### config.mk
export PLATFORM = sky130hd
export DESIGN_NAME = reset_sequencer
export DESIGN_NICKNAME = d
export VERILOG_FILES = /design/src/rtl/reset_sequencer.sv
export SDC_FILE = /design/constraint.sdc
export NUM_CORES = 1
export LEC_CHECK = 0
export ABC_AREA = 1
export CORE_MARGIN = 5
export CORE_UTILIZATION = 54
export CTS_BUF_LIST = sky130_fd_sc_hd__clkbuf_16
export DETAILED_ROUTE_END_ITERATION = 10
export PLACE_DENSITY = 0.74
export SLEW_MARGIN = 5
export SYNTH_ARGS = -nofsm -noshare
export SYNTH_HDL_FRONTEND = slang
export SYNTH_SLANG_ARGS = --single-unit
### constraint.sdc
create_clock -name clock -period 1.8 [get_ports clock]
set_input_delay 0.36 -clock clock [delete_from_list [all_inputs] [get_ports clock]]
set_output_delay 0.36 -clock clock [all_outputs]
set_load 0.01 [all_outputs]
### src/rtl/reset_sequencer.sv
// PLL reset sequencer: pulses the PLL reset, waits for a stable lock, then releases
// the system reset. Bounded retries on lock timeout, terminal FAIL after MAX_RETRY.
module reset_sequencer #(
    parameter int PRST_CYCLES   = 16,
    parameter int LOCK_TIMEOUT  = 4096,
    parameter int STABLE_CYCLES = 1024,
    parameter int MAX_RETRY     = 3
) (
    input  logic       clock,
    input  logic       reset,
    input  logic       locked,
    output logic       pllRst,
    output logic       sysRst,
    output logic       ready,
    output logic       fail,
    output logic [2:0] retries
);

    localparam int MAX_AB = (PRST_CYCLES > LOCK_TIMEOUT) ? PRST_CYCLES : LOCK_TIMEOUT;
    localparam int MAX_C  = (MAX_AB > STABLE_CYCLES) ? MAX_AB : STABLE_CYCLES;
    localparam int CW     = $clog2(MAX_C) + 1;

    localparam logic [CW-1:0] PRST_LAST = CW'(PRST_CYCLES - 1);
    localparam logic [CW-1:0] LOCK_LAST = CW'(LOCK_TIMEOUT - 1);
    localparam logic [CW-1:0] STAB_LAST = CW'(STABLE_CYCLES - 1);
    localparam logic [CW-1:0] CNT_SAT   = {CW{1'b1}};
    localparam logic [2:0]    RETRY_MAX = 3'(MAX_RETRY);

    typedef enum logic [2:0] {
        S_PRST  = 3'd0,
        S_WLOCK = 3'd1,
        S_STAB  = 3'd2,
        S_RUN   = 3'd3,
        S_FAIL  = 3'd4
    } state_t;

    state_t        state_q, state_d;
    logic [CW-1:0] cnt_q, cnt_d, cnt_inc_s;
    logic [2:0]    retries_q, retries_d, retries_inc_s;
    logic          sync1_q, sync2_q;
    logic          pll_rst_q, sys_rst_q, ready_q, fail_q;

    assign cnt_inc_s     = (cnt_q == CNT_SAT) ? cnt_q : cnt_q + CW'(1);
    assign retries_inc_s = (retries_q == RETRY_MAX) ? retries_q : retries_q + 3'd1;

    // Next-state logic; the counter reloads whenever the state changes.
    always_comb begin
        state_d   = state_q;
        retries_d = retries_q;
        cnt_d     = cnt_inc_s;
        case (state_q)
            S_PRST: begin
                if (cnt_q == PRST_LAST) state_d = S_WLOCK;
                else                    state_d = S_PRST;
            end
            S_WLOCK: begin
                // Lock wins over a timeout landing on the same cycle.
                if (sync2_q) begin
                    state_d = S_STAB;
                end else if (cnt_q == LOCK_LAST) begin
                    retries_d = retries_inc_s;
                    if (retries_inc_s == RETRY_MAX) state_d = S_FAIL;
                    else                            state_d = S_PRST;
                end else begin
                    state_d = S_WLOCK;
                end
            end
            S_STAB: begin
                if (!sync2_q) begin
                    state_d = S_WLOCK;
                end else if (cnt_q == STAB_LAST) begin
                    state_d   = S_RUN;
                    retries_d = 3'd0;
                end else begin
                    state_d = S_STAB;
                end
            end
            S_RUN: begin
                if (!sync2_q) state_d = S_PRST;
                else          state_d = S_RUN;
            end
            S_FAIL:  state_d = S_FAIL;
            default: state_d = S_PRST;
        endcase
        if (state_d != state_q) cnt_d = {CW{1'b0}};
        else                    cnt_d = cnt_d;
    end

    // State, synchronizer and outputs; outputs decode the next state so they switch on the transition edge.
    always_ff @(posedge clock or negedge reset) begin
        if (!reset) begin
            sync1_q   <= 1'b0;
            sync2_q   <= 1'b0;
            state_q   <= S_PRST;
            cnt_q     <= {CW{1'b0}};
            retries_q <= 3'd0;
            pll_rst_q <= 1'b1;
            sys_rst_q <= 1'b0;
            ready_q   <= 1'b0;
            fail_q    <= 1'b0;
        end else begin
            sync1_q   <= locked;
            sync2_q   <= sync1_q;
            state_q   <= state_d;
            cnt_q     <= cnt_d;
            retries_q <= retries_d;
            pll_rst_q <= (state_d == S_PRST);
            sys_rst_q <= (state_d == S_RUN);
            ready_q   <= (state_d == S_RUN);
            fail_q    <= (state_d == S_FAIL);
        end
    end

    assign pllRst  = pll_rst_q;
    assign sysRst  = sys_rst_q;
    assign ready   = ready_q;
    assign fail    = fail_q;
    assign retries = retries_q;

endmodule

Yosys cells after proc, flatten, opt, wreduce, memory -nomap -nowiden. Index checks and enable logic that the tools add are counted.

Logic and storage cells: 48. Input bits: 3. Register bits: 24. Output and inout bits: 7.

Reduce and logical (&&, ||, !) cells: 4. Equal/unequal tests: 18. $add $sub $neg: 2. Muxes and demuxes: 16.

Operators by type and width (count): two-way mux 13 bit (2); two-way mux 3 bit (8); == test 3 x 2 -> 1 bit (second input constant) (5); case mux 3 bit (5 select lines) (1); adder 13 x 1 -> 13 bit (second input constant) (1); == test 13 x 10 -> 1 bit (second input constant) (1); == test 13 x 12 -> 1 bit (second input constant) (1); == test 13 bit (second input constant) (1); == test 13 x 4 -> 1 bit (second input constant) (1); != test 2 bit (second input constant) (4); == test 3 bit (second input constant) (2); logical NOT 3 bit (2); case mux 3 bit (2 select lines) (1); AND reduction 5 bit (1); two-way mux 2 bit (2); adder 3 x 1 -> 3 bit (second input constant) (1); == test 3 x 1 -> 1 bit (second input constant) (1); != test 3 bit (1); two-way mux 1 bit (2); != test 2 x 1 -> 1 bit (second input constant) (1); nonzero test 2 bit (1).

Longest topological paths before layout.
Depth after elaboration: 9. Depth in mapped cells: 12. Mapped depth without buffers: 11.

Worst setup path before layout. Ideal clock, no wire load.

Path kind: reg2reg. Start: reg cnt_q[0]. End: reg cnt_q[4]. Data arrival time: 1.417 ns. Cell stages (with the launch flop): 10. Data required time: 1.676 ns. Slack: 0.259 ns. Period minus slack after synthesis: 1.541 ns. Path buffers: 0. Setup time: 0.124 ns. Path through: dfrtp_1 -> ha_1 -> inv_1 -> nor2_2 -> nand2_2 -> inv_2 -> nand3_4 -> nand3b_1 -> xor2_1 -> nor2_4.

Longest elaborated chain between the ends: 6.

RTL lines: start: declaration (RTL line 38) `logic [CW-1:0] cnt_q, cnt_d, cnt_inc_s;`; start signal: assignment (RTL line 95) `cnt_q <= {CW{1'b0}};`; start signal: assignment (RTL line 105) `cnt_q <= cnt_d;`; == test 13 x 10 -> 1 bit or == test 13 x 12 -> 1 bit (tied branches) (RTL line 71, 60); two-way mux 1 bit or two-way mux 3 bit (tied branches) (RTL line 71, 60); two-way mux 2 bit or two-way mux 3 bit (tied branches) (RTL line 69, 58); case mux 3 bit (5 select lines) (RTL line 51) `case (state_q)`; != test 3 bit (RTL line 85) `if (state_d != state_q) cnt_d = {CW{1'b0}};`; != test 2 x 1 -> 1 bit (no line) or two-way mux 13 bit (tied branches).

Several ways; a longest one is shown, not always the timed one. The select of a mux whose other input is x is not followed. A chain may end at the register's enable or synchronous reset.

Final worst setup path.
Start: reg state_q[0]. End: reg cnt_q[7].

Longest elaborated chain between the ends: 4.

RTL lines: start: declaration (RTL line 37) `state_t state_q, state_d;`; start signal: assignment (RTL line 104) `state_q <= state_d;`; == test 3 bit (tied with other cells) (RTL line 51); case mux 3 bit (5 select lines) (*) (RTL line 51); net state_d[0] (RTL line 37); != test 3 bit (*) (RTL line 85); != test 2 x 1 -> 1 bit (no line) or two-way mux 13 bit (tied branches).

Mark *: on every way through the listed nets, which the timed path passes. The rest lies on a longest branch.

==> metrics.txt <==
# TYPE chip_impl_metric gauge
chip_impl_info{name="r2r-start",value="state_q[0]"} 1
chip_impl_metric{name="synthSimpleGateAreaFrac",unit="%"} 38.2
chip_impl_metric{name="cp_data_arrival_time",unit="ns"} 1.87
chip_impl_metric{name="gp_congestion",unit=""} 0.880
chip_impl_metric{name="timing.reg2reg.setup_slack",unit="ns"} 0.12
chip_impl_metric{name="htree_levels",unit=""} 1
chip_impl_metric{name="start_util",unit="%"} 57.6
chip_impl_metric{name="p_int",unit="mW"} 1.31
chip_impl_metric{name="powerDensity",unit="nW/um^2"} 1400
chip_impl_metric{name="synth-edff-count",unit=""} 0
chip_impl_info{name="startpoint_type_of_the_worst_setup_path",value="flip-flop"} 1
chip_impl_metric{name="timing.reg2reg.worst_path_depth",unit=""} 11
chip_impl_info{name="netlist.top_cell.by_area",value="sky130_fd_sc_hd__dfrtp_1"} 1
chip_impl_metric{name="final_period_minus_worst_setup_slack",unit="ns"} 1.68
chip_impl_metric{name="synth-warning-count",unit=""} 0
chip_impl_metric{name="detail_route.wl_per_cell",unit="um"} 12.9
chip_impl_metric{name="wirelength",unit="mm"} 2.78
chip_impl_metric{name="report.final.hold_viol_count",unit=""} 0
chip_impl_metric{name="combinationalPowerShare",unit="%"} 46.9
chip_impl_metric{name="synth_mux_area_share",unit="%"} 0
chip_impl_metric{name="worstPathMaxFanout",unit=""} 13
chip_impl_info{name="worst_min_path_class",value="flip-flop to flip-flop"} 1
chip_impl_metric{name="clk_pin_slew",unit="ns"} 0.06
chip_impl_metric{name="dieHeight",unit="um"} 61.9
chip_impl_metric{name="synth_compound_gate_area_share",unit="%"} 4.05
chip_impl_metric{name="min_path_cells",unit=""} 0
chip_impl_metric{name="hold_ws",unit="ns"} 0.353
chip_impl_metric{name="max_freq",unit="GHz"} 0.595
chip_impl_info{name="grt_setup_unrepaired",value="no"} 1
chip_impl_metric{name="cts_setup_buffers",unit=""} 0
chip_impl_metric{name="clk_pwr_share",unit="%"} 20.9
chip_impl_metric{name="count_of_inserted_antenna_diode_cells",unit=""} 0
chip_impl_info{name="run_status",value="finished clean"} 1
chip_impl_metric{name="ys_types",unit=""} 28
chip_impl_metric{name="synth.top_cell.area_share",unit="%"} 39.6
chip_impl_metric{name="setup_tns",unit="ns"} 0
chip_impl_metric{name="timing.clock.skew",unit="ns"} 0.00244
chip_impl_metric{name="rows",unit=""} 18
chip_impl_metric{name="ys_async_sr_fraction",unit="%"} 100
chip_impl_info{name="yosysMostFrequentCell",value="sky130_fd_sc_hd__nand2_1"} 1
chip_impl_metric{name="drv_slew",unit=""} 0
chip_impl_info{name="cts_tree",value="yes"} 1
chip_impl_metric{name="clk_latency",unit="ns"} 0.26
chip_impl_metric{name="final_min_period_over_clock_period",unit="%"} 93.4
chip_impl_metric{name="placement.io_buffers",unit=""} 9
chip_impl_metric{name="syn_inst",unit=""} 174
chip_impl_metric{name="max_cap_check_violation_count",unit=""} 0
chip_impl_metric{name="p_seq_share",unit="%"} 32.2
chip_impl_info{name="ys_dominant_reg_cell",value="sky130_fd_sc_hd__dfrtp_1"} 1
chip_impl_metric{name="detail_route.vias_per_cell",unit=""} 5.22
chip_impl_metric{name="synth_adder_area_share",unit="%"} 1.72
chip_impl_metric{name="slew_headroom",unit="%"} 65.5
chip_impl_metric{name="critPathRequiredTime",unit="ns"} 1.99
chip_impl_info{name="synth.cells.most_frequent",value="sky130_fd_sc_hd__nand2_1, sky130_fd_sc_hd__nor2_1, sky130_fd_sc_hd__dfrtp_1"} 1
chip_impl_info{name="critical_path.reg2reg.endpoint",value="cnt_q[7]"} 1
chip_impl_metric{name="track_usage",unit="%"} 16.1
chip_impl_metric{name="cts_inserted_buffers",unit=""} 3
chip_impl_metric{name="first_global_vias",unit=""} 1125
chip_impl_metric{name="largest_net_degree_at_the_start_of_global_routing",unit=""} 25
chip_impl_metric{name="drc",unit=""} 0
chip_impl_metric{name="via_count",unit=""} 1128
chip_impl_metric{name="hpwlAfterDp",unit="mm"} 2.00
chip_impl_metric{name="cts_sinks",unit=""} 24
chip_impl_metric{name="syn_area",unit="um^2"} 1450
chip_impl_metric{name="post_synth.cell_area_avg",unit="um^2"} 8.35
chip_impl_metric{name="power_switching",unit="mW"} 1.02
chip_impl_metric{name="layout-area-overhead-vs-synth",unit="%"} 14.8
chip_impl_metric{name="detail-route-antenna-nets",unit=""} 0
chip_impl_info{name="worstSetupEndpointType",value="flip-flop"} 1
chip_impl_metric{name="worst-slew-pin-transition",unit="ns"} 0.513
chip_impl_metric{name="fp.coreArea",unit="um^2"} 2520
chip_impl_metric{name="die_w",unit="um"} 61.9
chip_impl_metric{name="power.share.switching",unit="%"} 43.6
chip_impl_metric{name="detailedRoute.firstIterationViolations",unit=""} 42
chip_impl_metric{name="synth_seq_cells",unit=""} 24
chip_impl_metric{name="grt_first_pass_wirelength",unit="mm"} 4.63
chip_impl_metric{name="synth_nets",unit=""} 179
chip_impl_metric{name="post_route_cells_drive_above_1_share",unit="%"} 21.0
chip_impl_metric{name="clock_tree.buffer_depth",unit=""} 2
chip_impl_metric{name="seq_area_frac_synth",unit="%"} 41.4
chip_impl_info{name="cts_root_buf",value="sky130_fd_sc_hd__clkbuf_16"} 1
chip_impl_info{name="worst_hold_startpoint",value="sync1_q"} 1
chip_impl_metric{name="dieArea",unit="um^2"} 3830
chip_impl_metric{name="report.final.setup_viol",unit=""} 0
chip_impl_info{name="worstSetupPathType",value="flip-flop to flip-flop"} 1
chip_impl_metric{name="detailedRoute.firstPassIterationCount",unit=""} 4
chip_impl_info{name="dominant_combinational_cell_family_by_area_after_synthesis",value="simple AND/OR/NAND/NOR gates"} 1
chip_impl_info{name="endpoint_worst_hold",value="sync2_q"} 1
chip_impl_metric{name="pin_count",unit=""} 10
chip_impl_metric{name="power.static_leakage",unit="nW"} 0.720
chip_impl_metric{name="grt_antenna_before_repair",unit=""} 0
chip_impl_metric{name="layout.nets",unit=""} 192
chip_impl_metric{name="grt_overflow_total",unit=""} 0
chip_impl_metric{name="post_cts_hold_buffer_count",unit=""} 0
chip_impl_metric{name="synth-xor-area-share",unit="%"} 6.03
chip_impl_info{name="ys_top_cells_by_area",value="sky130_fd_sc_hd__dfrtp_1, sky130_fd_sc_hd__nor2_4, sky130_fd_sc_hd__nand2_1, sky130_fd_sc_hd__nor2_1, sky130_fd_sc_hd__inv_1"} 1
chip_impl_metric{name="peakVddDrop",unit="uV"} 1030
## cell type report
class	instances	area, um^2
Sequential cell	24	602
Tap cell	30	37.5
Clock inverter	1	3.75
Inverter	26	97.6
Timing Repair Buffer	10	97.6
Clock buffer	3	75.1
Fill cell	203	855
Multi-Input combinational cell	122	754
## flip-flops by register name, summed over array words and instances, names as in the netlist
signal	cells
pllRst	1
state_q	3
retries	3
fail	1
sync1_q	1
sync2_q	1
ready	1
cnt_q	13
## per-layer routing
layer	track usage (%)	vias up	wire (um)
li1	-	556	-
met1	19.6	540	1210
met2	27.4	25	1410
met3	3.10	7	101
met4	7.58	0	55
met5	0	-	0
## critical path, cell delays in order, from the launching register on
cell	delay (ns)
sky130_fd_sc_hd__dfrtp_1	0.44
sky130_fd_sc_hd__inv_1	0.11
sky130_fd_sc_hd__nand3_2	0.09
sky130_fd_sc_hd__nor2_1	0.25
sky130_fd_sc_hd__nor2_1	0.08
sky130_fd_sc_hd__nand2_1	0.08
sky130_fd_sc_hd__nor2_2	0.05
sky130_fd_sc_hd__nand2_2	0.07
sky130_fd_sc_hd__nand2_2	0.05
sky130_fd_sc_hd__nand2_2	0.11
sky130_fd_sc_hd__nand2_8	0.15
sky130_fd_sc_hd__nor2_1	0.12
## kinds of logic (layout without fill, tap and decap cells)
kind of cell | Yosys count | in the layout
buf+inv | 28 | 40
flops | 24 | 24
fa+ha+maj | 2 | 2
compound gates | 10 | 10
simple gates | 100 | 100
xor+xnor | 10 | 10
## placed cells by master, fill, tap and decap left out, types with 2 or more instances in the layout
cell type,netlist,routed
sky130_fd_sc_hd__nand2_1,31,31
sky130_fd_sc_hd__nor2_1,27,26
sky130_fd_sc_hd__dfrtp_1,23,23
sky130_fd_sc_hd__inv_1,22,22
sky130_fd_sc_hd__nor2_4,12,12
sky130_fd_sc_hd__nand3_1,9,9
sky130_fd_sc_hd__clkdlybuf4s50_1,0,9
sky130_fd_sc_hd__xor2_1,8,7
sky130_fd_sc_hd__nand2_2,6,6
sky130_fd_sc_hd__nor3_1,5,5
sky130_fd_sc_hd__o21ai_0,5,5
sky130_fd_sc_hd__nor2_2,3,4
sky130_fd_sc_hd__inv_2,4,4
sky130_fd_sc_hd__clkbuf_16,0,3
sky130_fd_sc_hd__nand3_2,2,2
## through the flow
step | area [um^2] | instances | setup slack, ns | util (%) | total power [mW]
finish | 1670 | 216 | 0.119 | 66.1 | 2.33
global route | 1670 | 216 | 0.0200 | 66.1 | 2.49
CTS | 1640 | 216 | 0.0624 | 65.0 | 2.28
detailed placement | 1560 | 212 | 0.0764 | 61.9 | 1.78
global placement | 1560 | 212 | 0.140 | 61.9 | 1.76
floorplan | 1450 | 174 | 0.259 | - | 1.70
## power by group through the flow
stage	Sequential, mW	Combinational, mW	Clock [mW]
2_1_floorplan	0.744	0.954	0
3_3_place_gp	0.748	1.01	0
3_5_place_dp	0.754	1.03	0
4_1_cts	0.744	1.04	0.491
5_1_grt	0.766	1.21	0.518
6_report	0.750	1.09	0.486
## timing repair
action | in CTS | in global routing
resized for setup | 0 | 5
setup endpoints to repair | 0 | 12
endpoints found under the hold margin | 0 | 0
## worst max path at each step
stage | slack [ns] | start | to
2_1_floorplan | 0.26 | cnt_q[0] | cnt_q[4]
3_3_place_gp | 0.14 | cnt_q[1] | cnt_q[7]
3_5_place_dp | 0.08 | cnt_q[1] | cnt_q[6]
4_1_cts | 0.06 | cnt_q[1] | cnt_q[7]
5_1_grt | 0.02 | cnt_q[1] | cnt_q[4]
6_report | 0.12 | state_q[0] | cnt_q[7]
(Power assumes the default switching activity.)
